File: src/rtl/mux_pkg.sv
// mux_pkg: shared mode constants and index-width helper for the round-robin mux.
package mux_pkg;

    localparam logic MODE_FIXED = 1'b0;
    localparam logic MODE_RR    = 1'b1;

    function automatic int idx_w(input int n);
        return (n > 1) ? $clog2(n) : 1;
    endfunction

endpackage

File: src/rtl/mux_rr_n_rr_grant.sv
// rr_grant: combinational round-robin picker, first request at or above ptr with wrap.
module rr_grant
    import mux_pkg::*;
#(
    parameter int N = 4,
    parameter int W = idx_w(N)
) (
    input  logic [N-1:0] req,
    input  logic [W-1:0] ptr,
    output logic [N-1:0] gnt,
    output logic [W-1:0] idx,
    output logic         any
);

    logic [W-1:0] c;

    // Scan from the farthest offset down so the closest request to ptr wins last.
    always_comb begin
        gnt = '0;
        idx = '0;
        any = 1'b0;
        c   = '0;
        for (int i = N - 1; i >= 0; i--) begin
            c = W'((int'(ptr) + i) % N);
            if (req[c]) begin
                gnt    = '0;
                gnt[c] = 1'b1;
                idx    = c;
                any    = 1'b1;
            end
        end
    end

endmodule

File: src/rtl/mux_rr_n.sv
// mux_rr_n: registered N-channel valid/ready merge with fixed-select or round-robin grant.
module mux_rr_n
    import mux_pkg::*;
#(
    parameter int WIDTH    = 16,
    parameter int CHANNELS = 4,
    parameter int CH_W     = idx_w(CHANNELS)
) (
    input  logic                      clk,
    input  logic                      reset,
    input  logic                      mode,
    input  logic [CH_W-1:0]           select,
    input  logic [CHANNELS-1:0]       inValid,
    input  logic [CHANNELS*WIDTH-1:0] inData,
    output logic [CHANNELS-1:0]       inReady,
    output logic                      outValid,
    output logic [WIDTH-1:0]          outData,
    output logic [CH_W-1:0]           outChannel,
    input  logic                      outReady
);

    logic                can_load, grant_any, xfer, rr_any;
    logic [CH_W-1:0]     grant_idx, rr_idx;
    logic [CH_W-1:0]     rr_ptr_q, rr_ptr_d, out_channel_q, out_channel_d;
    logic [CHANNELS-1:0] rr_gnt;
    logic [WIDTH-1:0]    out_data_q, out_data_d;
    logic                out_valid_q, out_valid_d;

    rr_grant #(.N(CHANNELS), .W(CH_W)) u_rr (
        .req (inValid),
        .ptr (rr_ptr_q),
        .gnt (rr_gnt),
        .idx (rr_idx),
        .any (rr_any)
    );

    always_comb begin
        can_load      = !out_valid_q || outReady;
        grant_idx     = (mode == MODE_RR) ? rr_idx : select;
        grant_any     = (mode == MODE_RR) ? rr_any : (int'(select) < CHANNELS);
        inReady       = (!reset && can_load && grant_any)
                        ? ((mode == MODE_RR) ? rr_gnt : (CHANNELS'(1) << select)) : '0;
        xfer          = |(inValid & inReady);
        out_valid_d   = xfer || (out_valid_q && !outReady);
        out_data_d    = xfer ? inData[int'(grant_idx)*WIDTH +: WIDTH] : out_data_q;
        out_channel_d = xfer ? grant_idx : out_channel_q;
        rr_ptr_d      = (xfer && mode == MODE_RR)
                        ? ((int'(grant_idx) == CHANNELS - 1) ? '0 : grant_idx + 1'b1) : rr_ptr_q;
    end

    always_ff @(posedge clk or posedge reset) begin
        if (reset) begin
            out_valid_q   <= 1'b0;
            out_data_q    <= '0;
            out_channel_q <= '0;
            rr_ptr_q      <= '0;
        end else begin
            out_valid_q   <= out_valid_d;
            out_data_q    <= out_data_d;
            out_channel_q <= out_channel_d;
            rr_ptr_q      <= rr_ptr_d;
        end
    end

    assign outValid   = out_valid_q;
    assign outData    = out_data_q;
    assign outChannel = out_channel_q;

endmodule

File: config.mk
export PLATFORM = sky130hd
export DESIGN_NAME = mux_rr_n
export DESIGN_NICKNAME = d
export VERILOG_FILES = /design/src/rtl/mux_pkg.sv /design/src/rtl/mux_rr_n_rr_grant.sv /design/src/rtl/mux_rr_n.sv
export SDC_FILE = /design/constraint.sdc
export NUM_CORES = 1
export LEC_CHECK = 0
export CAP_MARGIN = 20
export CORE_ASPECT_RATIO = 0.8
export CORE_MARGIN = 3
export CORE_UTILIZATION = 42
export DETAILED_ROUTE_END_ITERATION = 16
export PLACE_DENSITY_LB_ADDON = 0.25
export SYNTH_ARGS = -nofsm -noshare
export SYNTH_HDL_FRONTEND = slang
export SYNTH_SLANG_ARGS = --single-unit
File: constraint.sdc
create_clock -name clk -period 4.1 [get_ports clk]
set_clock_uncertainty 0.15 [all_clocks]
set_input_delay 0.82 -clock clk [delete_from_list [all_inputs] [get_ports clk]]
set_output_delay 0.82 -clock clk [all_outputs]
set_load 0.05 [all_outputs]
==> run metrics <==
CP Class in2out; post-synthesis simple-gate area fraction 8.893%; largest net degree at the start of global routing 22; DRC Markers 0; worst hold path stage count 1; period utilization 96.12%; storage element area 525.5 um2; Avg Cell Area, Syn 12.02 um2; TritonCTS buffer count 3; Gate Count Post-Synth 172; WL final 5763 um; Synth Area in XOR/XNOR 0.4235%; initial drt markers 72; commonest non-fill, non-tap cells in the layout 89 x clkdlybuf4s50_1, 21 x dfrtp_1, 20 x mux4_2; critical path capture point type primary output; Async S/R FF share, synth 100.0%; H-tree depth 1; Post-synth top flop dfrtp_1; flop-to-flop setup slack 0.73 ns; Finished Layout Cells 333; Worst Path Required 3.13 ns; Fillers 366; DPL Wire Length 4664 um; vias in the first global route 1838; Final Hold Viols 0; CP Data Arrival Time 2.97 ns; Max-Cap Viols 0; mux cell area share after synthesis 38.66%; placed cells 329; DIE AREA 0.005808 mm2; Initial Util 44.20%; # IOs 97; Post-Synthesis Net Count 254; VDD IR max 0.3767 mV; Total Nets Final 356; via-per-instance ratio 5.535; initial antenna violation count 0; # diodes 0; Yosys warnings 0; Core Box Area 0.004679 mm2; Post-Syn Area 0.002068 mm2; Max FO, Critical Path 8; gr ovfl total 0; Root Buffer clkbuf_8; sequential area share after synthesis 25.41%; reg2reg path depth 9; CTS tree built; area of the multi-input gates 0.001419 mm2; Cell Area, Placed 0.003144 mm2; Yosys reg bits 21; clk buf depth 2; All-Layer GR Usage 19.99%; Die Height 68.77 um; Slew headroom 45.33%; worst min path class reg2reg; Setup TNS Final 0 ns; first-pass GRT wire length 9266 um; drt pass-1 iters 4; Synth Area in Compound Gates 15.00%; Layout area overhead 54.87%; via count of the routed design 1843; Clk Latency, worst-skew pair 0.26 ns; antenna viol nets, final 0; post-layout util 68.45%; Final Wtd Congestion 0.8839; Post-Synth Adder-Cell Area 4.840%; # rows 22; commonest non-fill, non-tap cell in the layout clkdlybuf4s50_1; FMAX 253.7 MHz; Slew Limit Fails 0; DIE WIDTH 84.46 um; Lkg Pwr 1.327 nW; clock-pin slew on the worst setup and hold paths 0.07 ns; port bufs 96; drt wl/cell 17.31 um; Setup Viol. Count Final 0; design area 0.003203 mm2; layout cells sized above 1 26.37%; Distinct cells, synth 49; number of flops mapped to enable cells by yosys 0; Tmin final 3.941 ns; PwrDens 688.0 mW/mm2; CTS sink cnt 21; worst slew pin tran 0.8192 ns; largest family of logic cells by synthesized area multiplexers; status completed; RSZ-0062 raised after global routing no; crit path launch type input port
-- layout make-up --
cell class                 instances  share of cell area [%]
multi-input combinational        125                   44.30
timing repair buffer             110                   33.98
sequential                        21                   16.41
tap                               60                   2.344
inverter                          13                   1.523
clock buffer                       3                   1.289
clock inverter                     1                  0.1563
-- routing by layer --
layer | share of wire, % | track usage (%) | vias to the layer above
li1 | - | - | 865
met4 | 0.35 | 1.779 | 0
met3 | 7.3 | 5.107 | 2
met2 | 47 | 33.17 | 74
met1 | 45 | 27.79 | 902
met5 | 0 | 0 | -
-- synth_stat cells, drive strengths merged (2+ instances only) --
cell     n  share of area, %
dfrtp   21                25
mux2    20                14
mux4    20                22
inv     13               2.4
o21ai   12               3.1
buf     11               3.9
a21oi    9               2.2
ha       8               4.8
nor2     5              0.91
mux2i    4               2.5
nand2    4               1.1
o211ai   4               1.7
a211oi   3               1.1
a221o    3               1.5
nor2b    3               1.3
nor3b    3               1.1
a21boi   2              0.73
and3b    2              0.85
clkbuf   2              0.54
nand2b   2              0.60
nand3    2              0.48
or2      2              0.61
-- where the power goes --
part	switching [W]	total, W	internal [W]
combinational	0.000915	0.00168	0.000768
clock	0.0000658	0.000133	0.0000676
sequential	0.0000721	0.000387	0.000315
total	0.00105	0.00220	0.00115
-- path summary, 6_finish.rpt --
kind                                    startpoint                   endpoint
max                                     inValid[1]                 inReady[0]
min                         outData[0]$_DFFE_PP0P_     outData[0]$_DFFE_PP0P_
max reg2reg                rr_ptr_q[1]$_DFFE_PP0P_  outChannel[0]$_DFFE_PP0P_
min reg2reg                 outData[0]$_DFFE_PP0P_     outData[0]$_DFFE_PP0P_
max in group asynchronous                    reset     outData[0]$_DFFE_PP0P_
min in group asynchronous                    reset     outData[9]$_DFFE_PP0P_
-- stage by stage --
step	hold slack, ns	setup WS (ns)	power, W
floorplan	0.6451	0.1952	0.001589
global placement	0.3408	0.1550	0.002046
detailed placement	0.3448	0.1145	0.002077
CTS	0.3625	0.1123	0.002216
global route	0.3875	0.01411	0.002346
finish	0.3586	0.1590	0.002204
-- kinds of logic (layout without fill, tap and decap cells) --
kind of cell | after synthesis | count (layout)
AO/OA/AOI/OAI | 43 | 43
buffers and inverters | 26 | 127
flip-flops | 21 | 21
XOR/XNOR | 1 | 1
multiplexers | 44 | 44
AND/OR/NAND/NOR | 29 | 29
adder cells (fa/ha/maj) | 8 | 8
-- timing repair --
| item | CTS | global route |
|---|---|---|
| buffers inserted | 0 | 0 |
| hold buffers | 0 | 0 |
| setup endpoints to repair | 0 | 3 |
| endpoints found under the hold margin | 0 | 0 |
| gates resized for setup | 0 | 5 |
-- flip-flops by register name (all words and copies together), names as in the netlist --
signal,cells
rr_ptr_q,2
outValid,1
outChannel,2
outData,16
-- critical path, stage by stage --
cell and delay (ns):
clkdlybuf4s50_1 0.52, mux4_2 0.61, nor2b_4 0.18, a221o_1 0.32, o21ai_0 0.23, a21oi_1 0.10
buf_4 0.20
(Power assumes the default switching activity.)
